==> config.mk <==
export PLATFORM = sky130hd
export DESIGN_NAME = ps2_rx_fifo
export DESIGN_NICKNAME = d
export VERILOG_FILES = /design/src/rtl/ps2_rx_fifo.sv
export SDC_FILE = /design/constraint.sdc
export NUM_CORES = 1
export LEC_CHECK = 0
export CORE_MARGIN = 2
export CORE_UTILIZATION = 44
export CTS_CLUSTER_DIAMETER = 60
export DETAILED_ROUTE_END_ITERATION = 10
export PLACE_DENSITY_LB_ADDON = 0.1
export SLEW_MARGIN = 10
export SYNTH_ARGS = -nofsm -noshare
export SYNTH_HDL_FRONTEND = slang
export SYNTH_SLANG_ARGS = --single-unit
==> constraint.sdc <==
create_clock -name clk -period 5.7 [get_ports clk]
set_input_delay 0.57 -clock clk [delete_from_list [all_inputs] [get_ports clk]]
set_output_delay 0.57 -clock clk [all_outputs]
set_load 0.01 [all_outputs]
==> src/rtl/ps2_rx_fifo.sv <==
// rtl/ps2_rx_fifo.sv - PS/2 device-to-host receiver with glitch filter, watchdog and receive FIFO
// Optional E0/F0 prefix folding into per-entry flags: define PS2_BREAK_DECODE_EN.
module ps2_rx_fifo #(
  parameter int FIFO_DEPTH     = 8,
  parameter int FILTER_LEN     = 4,
  parameter int TIMEOUT_CYCLES = 20000
) (
  input  logic                          clk,
  input  logic                          rst_n,
  input  logic                          ps2_clk,
  input  logic                          ps2_data,
  input  logic                          rd_en,
  input  logic                          ovf_clr,
  output logic                          rd_valid,
  output logic [7:0]                    rd_data,
  output logic                          rd_ext,
  output logic                          rd_brk,
  output logic [$clog2(FIFO_DEPTH):0]   fifo_level,
  output logic                          overflow,
  output logic                          frame_err,
  output logic [7:0]                    err_cnt
);

  localparam int AW = $clog2(FIFO_DEPTH);
  localparam int FW = (FILTER_LEN > 1) ? $clog2(FILTER_LEN) : 1;
  localparam int TW = $clog2(TIMEOUT_CYCLES + 1);
`ifdef PS2_BREAK_DECODE_EN
  localparam int EW = 10;
`else
  localparam int EW = 8;
`endif

  typedef enum logic [1:0] {S_IDLE, S_DATA, S_PARITY, S_STOP} state_t;

  logic          clk_s1, clk_s2, dat_s1, dat_s2;
  logic          fclk, fall;
  logic [FW-1:0] filt_cnt;
  state_t        state, state_nx;
  logic [7:0]    shreg;
  logic [2:0]    bit_cnt;
  logic          par_bit;
  logic [TW-1:0] to_cnt;
  logic          timeout, frame_ok, frame_bad;
  logic          acc_valid;
  logic [7:0]    acc_byte;
  logic          acc_push;
  logic [EW-1:0] entry;
  logic [EW-1:0] mem [FIFO_DEPTH];
  logic [AW-1:0] wr_ptr, rd_ptr;
  logic          pop, push_ok, drop;

  // Two-flop synchronisers; reset to the idle-high bus level.
  always_ff @(posedge clk) begin
    if (!rst_n) begin
      clk_s1 <= 1'b1; clk_s2 <= 1'b1;
      dat_s1 <= 1'b1; dat_s2 <= 1'b1;
    end else begin
      clk_s1 <= ps2_clk;  clk_s2 <= clk_s1;
      dat_s1 <= ps2_data; dat_s2 <= dat_s1;
    end
  end

  // Filtered clock flips only after FILTER_LEN consecutive differing samples; fall is a one-cycle strobe.
  always_ff @(posedge clk) begin
    if (!rst_n) begin
      fclk     <= 1'b1;
      filt_cnt <= '0;
      fall     <= 1'b0;
    end else begin
      fall <= 1'b0;
      if (clk_s2 == fclk) begin
        filt_cnt <= '0;
      end else if (filt_cnt == FW'(FILTER_LEN - 1)) begin
        fclk     <= clk_s2;
        filt_cnt <= '0;
        fall     <= ~clk_s2;
      end else begin
        filt_cnt <= filt_cnt + FW'(1);
      end
    end
  end

  assign timeout   = (state != S_IDLE) && !fall && (to_cnt == TW'(TIMEOUT_CYCLES - 1));
  assign frame_ok  = fall && (state == S_STOP) && dat_s2 && (^{shreg, par_bit});
  assign frame_bad = fall && (state == S_STOP) && !(dat_s2 && (^{shreg, par_bit}));

  // Frame state register.
  always_ff @(posedge clk) begin
    if (!rst_n) state <= S_IDLE;
    else        state <= state_nx;
  end

  // Next-state logic: watchdog overrides, otherwise advance one step per falling edge.
  always_comb begin
    state_nx = state;
    if (timeout) begin
      state_nx = S_IDLE;
    end else if (fall) begin
      case (state)
        S_IDLE:   if (!dat_s2) state_nx = S_DATA;
        S_DATA:   if (bit_cnt == 3'd7) state_nx = S_PARITY;
        S_PARITY: state_nx = S_STOP;
        default:  state_nx = S_IDLE;
      endcase
    end
  end

  // Frame datapath: bit shifting, watchdog counter, accept strobe and error accounting.
  always_ff @(posedge clk) begin
    if (!rst_n) begin
      shreg     <= '0;
      bit_cnt   <= '0;
      par_bit   <= 1'b0;
      to_cnt    <= '0;
      acc_valid <= 1'b0;
      acc_byte  <= '0;
      frame_err <= 1'b0;
      err_cnt   <= '0;
    end else begin
      acc_valid <= frame_ok;
      if (frame_ok) acc_byte <= shreg;
      if (state == S_IDLE || fall || timeout) to_cnt <= '0;
      else                                    to_cnt <= to_cnt + TW'(1);
      if (fall && state == S_IDLE) bit_cnt <= '0;
      if (fall && state == S_DATA) begin
        shreg   <= {dat_s2, shreg[7:1]};
        bit_cnt <= bit_cnt + 3'd1;
      end
      if (fall && state == S_PARITY) par_bit <= dat_s2;
      frame_err <= frame_bad || timeout;
      if ((frame_bad || timeout) && err_cnt != 8'hFF) err_cnt <= err_cnt + 8'd1;
    end
  end

`ifdef PS2_BREAK_DECODE_EN
  logic pend_ext, pend_brk, is_prefix;
  assign is_prefix = (acc_byte == 8'hE0) || (acc_byte == 8'hF0);
  assign acc_push  = acc_valid && !is_prefix;
  assign entry     = {pend_brk, pend_ext, acc_byte};
  assign rd_ext    = mem[rd_ptr][8];
  assign rd_brk    = mem[rd_ptr][9];

  // Pending prefix flags: set by E0/F0, consumed by the next non-prefix byte even if it is dropped.
  always_ff @(posedge clk) begin
    if (!rst_n || timeout) begin
      pend_ext <= 1'b0;
      pend_brk <= 1'b0;
    end else if (acc_valid) begin
      if (acc_byte == 8'hE0)      pend_ext <= 1'b1;
      else if (acc_byte == 8'hF0) pend_brk <= 1'b1;
      else begin
        pend_ext <= 1'b0;
        pend_brk <= 1'b0;
      end
    end
  end
`else
  assign acc_push = acc_valid;
  assign entry    = acc_byte;
  assign rd_ext   = 1'b0;
  assign rd_brk   = 1'b0;
`endif

  assign rd_valid = (fifo_level != '0);
  assign rd_data  = mem[rd_ptr][7:0];
  assign pop      = rd_en && rd_valid;
  assign push_ok  = acc_push && ((fifo_level != (AW + 1)'(FIFO_DEPTH)) || pop);
  assign drop     = acc_push && !push_ok;

  // FIFO storage; contents need no reset.
  always_ff @(posedge clk) begin
    if (push_ok) mem[wr_ptr] <= entry;
  end

  // FIFO pointers, occupancy and sticky overflow (a drop beats a same-cycle clear).
  always_ff @(posedge clk) begin
    if (!rst_n) begin
      wr_ptr     <= '0;
      rd_ptr     <= '0;
      fifo_level <= '0;
      overflow   <= 1'b0;
    end else begin
      if (push_ok) wr_ptr <= wr_ptr + AW'(1);
      if (pop)     rd_ptr <= rd_ptr + AW'(1);
      fifo_level <= fifo_level + (AW + 1)'(push_ok) - (AW + 1)'(pop);
      if (drop)         overflow <= 1'b1;
      else if (ovf_clr) overflow <= 1'b0;
    end
  end

endmodule
# Word level (Yosys, flattened, before mapping)
# Memory sizes are Yosys's and may differ from the RTL's. A register that Yosys moved wholly into a read port is not among the register bits.
# Index checks and enable logic that the tools add are counted.
[totals]
reg_bits = 66
ramBits = 64
input_bits = 6
output_inout_bits = 25
wordCells = 88
memories = 1
[memory_table]
columns = ["name", "words", "width", "read_ports", "rd_ports_with_merged_regs", "write_ports", "line", "source"]
rows = [
  ["mem", 8, 8, 1, 1, 1, "48", "logic [EW-1:0] mem [FIFO_DEPTH];"],
]
[op_classes]
add_sub_neg = 8
n_eq_ne = 11
muxes = 11
bitwise_logic = 4
reduce_logical = 33
[op_table]
columns = ["cell", "n"]
rows = [
  ["$add A15 B1 Y15 const B", 1],
  ["$eq A15 B15 Y1 const B", 1],
  ["$logic_and A1 B1 Y1", 14],
  ["$mux W3", 4],
  ["$add A3 B1 Y3 const B", 3],
  ["$reduce_xor A9 Y1", 1],
  ["$add A8 B1 Y8 const B", 1],
  ["$ne A8 B8 Y1 const B", 1],
  ["$eq A2 B2 Y1 const B", 3],
  ["$pmux W2 S3", 1],
  ["$reduce_bool A2 Y1", 3],
  ["$reduce_or A3 Y1", 2],
  ["$add A4 B1 Y4", 1],
  ["$logic_or A1 B1 Y1", 4],
  ["$mux W1", 4],
  ["$mux W2", 2],
  ["$ne A2 B2 Y1 const B", 2],
  ["$ne A4 B4 Y1 const B", 1],
  ["$not A1 Y1", 4],
  ["$reduce_bool A4 Y1", 1],
  ["$reduce_or A2 Y1", 2],
  ["$sub A4 B1 Y4", 1],
  ["$eq A3 B3 Y1 const B", 1],
  ["$logic_not A1 Y1", 3],
  ["other kinds (6)", 6],
]

# Logic depth before layout (Yosys ltp)
[logic_depth]
word_depth = 7
depth_mapped = 11

# Worst setup path after synthesis
# OpenSTA, ideal clock, no wires.
[synth_timing]
path_kind = "reg-to-output"
start = "reg (tool-made name)"
end = "out rd_data[0]"
t_arrival_ns = 1.819
required_time_ns = 5.130
slack_ns = 3.311
path_stages_with_launch = 5
path_buffers = 2
cell_sequence = "dfxtp_1 clkbuf_1 buf_2 mux4_2 mux2_2"
[synth_rtl]
columns = ["element", "line", "source"]
rows = [
  ["end: declaration", "15", "output logic [7:0] rd_data,"],
]

==> impl_metrics.tcl <==
set metrics [dict create \
    status "finished, final reports clean" \
    fillCellCount 1097 \
    synthArstFlopShare 0 \
    crit_fanout 16 \
    grt-ovfl-total 0 \
    seq_power_share 0.426 \
    power.density_mw_per_mm2 387 \
    first_global_vias 3292 \
    h-tree-depth 4 \
    critPathLaunchType "register" \
    areaGrowthSynthToFinish_pct 18.7 \
    synth_cell_types 49 \
    grt_max_degree 34 \
    syn-cell-area_mm2 0.00549 \
    finalSetupTns_ps 0 \
    die_w_um 116 \
    slew_headroom 0.312 \
    skew_ps 4.39 \
    initial_utilization 0.454 \
    cp.required_ps 5130 \
    postCtsResizedCells 0 \
    synth_top_flop_cell "dfxtp_1" \
    cts_made_buffers 17 \
    multi_input_area_mm2 0.00208 \
    postCtsSetupBuffers 0 \
    core_mm2 0.0121 \
    routed_via_density 4.97 \
    p_leak_nw 2.20 \
    synth_seq_cells 133 \
    cts_sinks 133 \
    dp_hpwl_um 6490 \
    design_area_mm2 0.00652 \
    syn_inst 442 \
    die_y_um 116 \
    peakVddDrop_mv 0.190 \
    antenna_cells 0 \
    tightest_slew_ps 1030 \
    routed_wl_um 9570 \
    dp_slack_ps 2490 \
    synth_edf_count 64 \
    setup_violations 0 \
    fmax_mhz 300 \
    cts_hold_buffers 0 \
    maxCapViolCount 0 \
    yosysSeqAreaShare 0.601 \
    grt_use_total 0.164 \
    hold_viol_final 0 \
    cp.arrival_ps 2760 \
    drc 0 \
    antenna_found_initial 0 \
    crit_type "reg2out" \
    fin_nets 497 \
    drv_slew 0 \
    min_path_type "reg2reg" \
    path_clk_slew_ps 60 \
    setup_ws_ps 2370 \
    p_sw_uw 586 \
    power_mw 2.52 \
    cts.path.max_buffers 2 \
    period_share 0.585 \
    critPathCaptureType "output port" \
    first_pass_iters 4 \
    internal_power_mw 1.93 \
    fin_hold_ws_ps 406 \
    swShare 0.233 \
    grt_pass1_wl_um 16600 \
    std_cell_rows 40 \
    placed_area_mm2 0.00592 \
    wl_per_cell_um 14.6 \
    yosys_warnings 0 \
    drive_above_1_share 0.125 \
    io_pins 31 \
    place.gp.congestion 0.743 \
    fin_crit_ps 3330 \
    syn_area_per_cell_um2 12.4 \
    clock_latency_ps 410 \
    combPwrFrac 0.157 \
    dieArea_mm2 0.0134 \
    dr_total_vias 3257 \
    pwr-share-clk 0.417 \
    cts_tree "built" \
    regArea_mm2 0.00330 \
    numPortBuffers 28 \
    drt_iter0_markers 157 \
    ant_nets 0 \
    cts-root-buf "clkbuf_16" \
    rsz0062_at_grt "false" \
]
## final timing paths
path                               startpoint  depth (start not counted)  slack (ps)          to
worst max-delay path                 register                          3        2370  rd_data[7]
worst min-delay path                   dat_s1                          1         410      dat_s2
worst max register to register  fifo_level[2]                          6        3130   mem[5][1]
worst min register to register         dat_s1                          1         410      dat_s2
## layout by cell type, fill, tap and decap left out, types with 4 or more instances in the layout
cell type        instances
a21oi_1                 19
and3_1                   4
clkbuf_16               19
clkdlybuf4s50_1         28
clkinvlp_4               6
dfxtp_1                 69
edfxtp_1                64
ha_1                    16
inv_1                   14
mux2_2                   8
mux2i_1                 13
mux4_2                  16
nand2_1                 54
nand2b_1                13
nand3_1                 17
nand4_1                  4
nor2_1                  41
nor3_1                   6
nor4b_1                  4
xnor2_1                 14
xor2_1                   9
## synthesized netlist by cell type (2+ instances only)
cell,instances,area [µm²]
nand4_1,4,25.0
a21oi_1,19,95.1
xor2_1,9,78.8
nor3_1,8,40.0
mux4_2,16,360
or4_1,2,15.0
xnor3_1,2,45.0
buf_2,2,10.0
nand2_1,54,203
buf_4,2,15.0
edfxtp_1,64,1920
or3_1,2,12.5
clkbuf_1,10,37.5
a22oi_1,2,15.0
nor2_1,41,154
inv_1,14,52.6
buf_1,3,11.3
nand3_1,17,85.1
ha_1,16,200
o21ai_0,3,15.0
nand2b_1,13,81.3
mux2_2,8,90.1
and2_1,2,12.5
nor4b_1,4,35.0
xnor2_1,14,123
o31ai_1,3,22.5
and3_1,4,25.0
and4_1,3,26.3
dfxtp_1,69,1380
mux2i_1,13,130
## logic make-up after synthesis
logic type / Yosys count / share of synthesized area
AOI/OAI and AO/OA: 35 / 0.0408
xor gates and xnor gates: 25 / 0.0449
adders and majority gates: 17 / 0.0401
buffers and inverters: 31 / 0.0230
DFF: 133 / 0.601
muxes: 37 / 0.106
other: 1 / 0.000683
and+or+nand+nor: 163 / 0.144
## registers in the layout (all words and copies together), names as in the netlist, 2 cells and up, named ones only
register	cells
shreg	8
to_cnt	15
wr_ptr	3
mem	64
bit_cnt	3
acc_byte	8
fifo_level	4
rd_ptr	3
filt_cnt	2
err_cnt	8
state	2
## area by class of cell
class / count / share of cell area
Inverter: 14 / 0.00806
Clock buffer: 21 / 0.0756
Multi-Input combinational cell: 279 / 0.319
Timing Repair Buffer: 29 / 0.0441
Sequential cell: 133 / 0.507
Clock inverter: 11 / 0.0148
Tap cell: 168 / 0.0322
## metal layers
layer	track usage	up-vias	routed length (µm)
li1	-	1640	-
met4	0.0762	0	147
met5	0	-	0
met2	0.253	49	4420
met1	0.219	1558	4740
met3	0.0434	10	266
## worst max-delay path, stage by stage, from the launching register on
cell and delay (ps):
dfxtp_1 990, mux4_2 600, mux2_2 270, clkdlybuf4s50_1 480
## metrics by stage
stage	utilization	cells
finish	0.538	655
global route	0.538	655
CTS	0.538	655
detailed placement	0.489	623
global placement	0.489	623
floorplan	-	443
## power groups by stage
stage                     Combinational (mW)  Sequential [mW]  Clock (mW)
after floorplan                        0.300             1.06           0
after CTS                              0.400             1.08        1.07
after detailed placement               0.398             1.10           0
after global placement                 0.394             1.10           0
after global routing                   0.437             1.09        1.12
final                                  0.395             1.08        1.05
(Power assumes the default switching activity.)
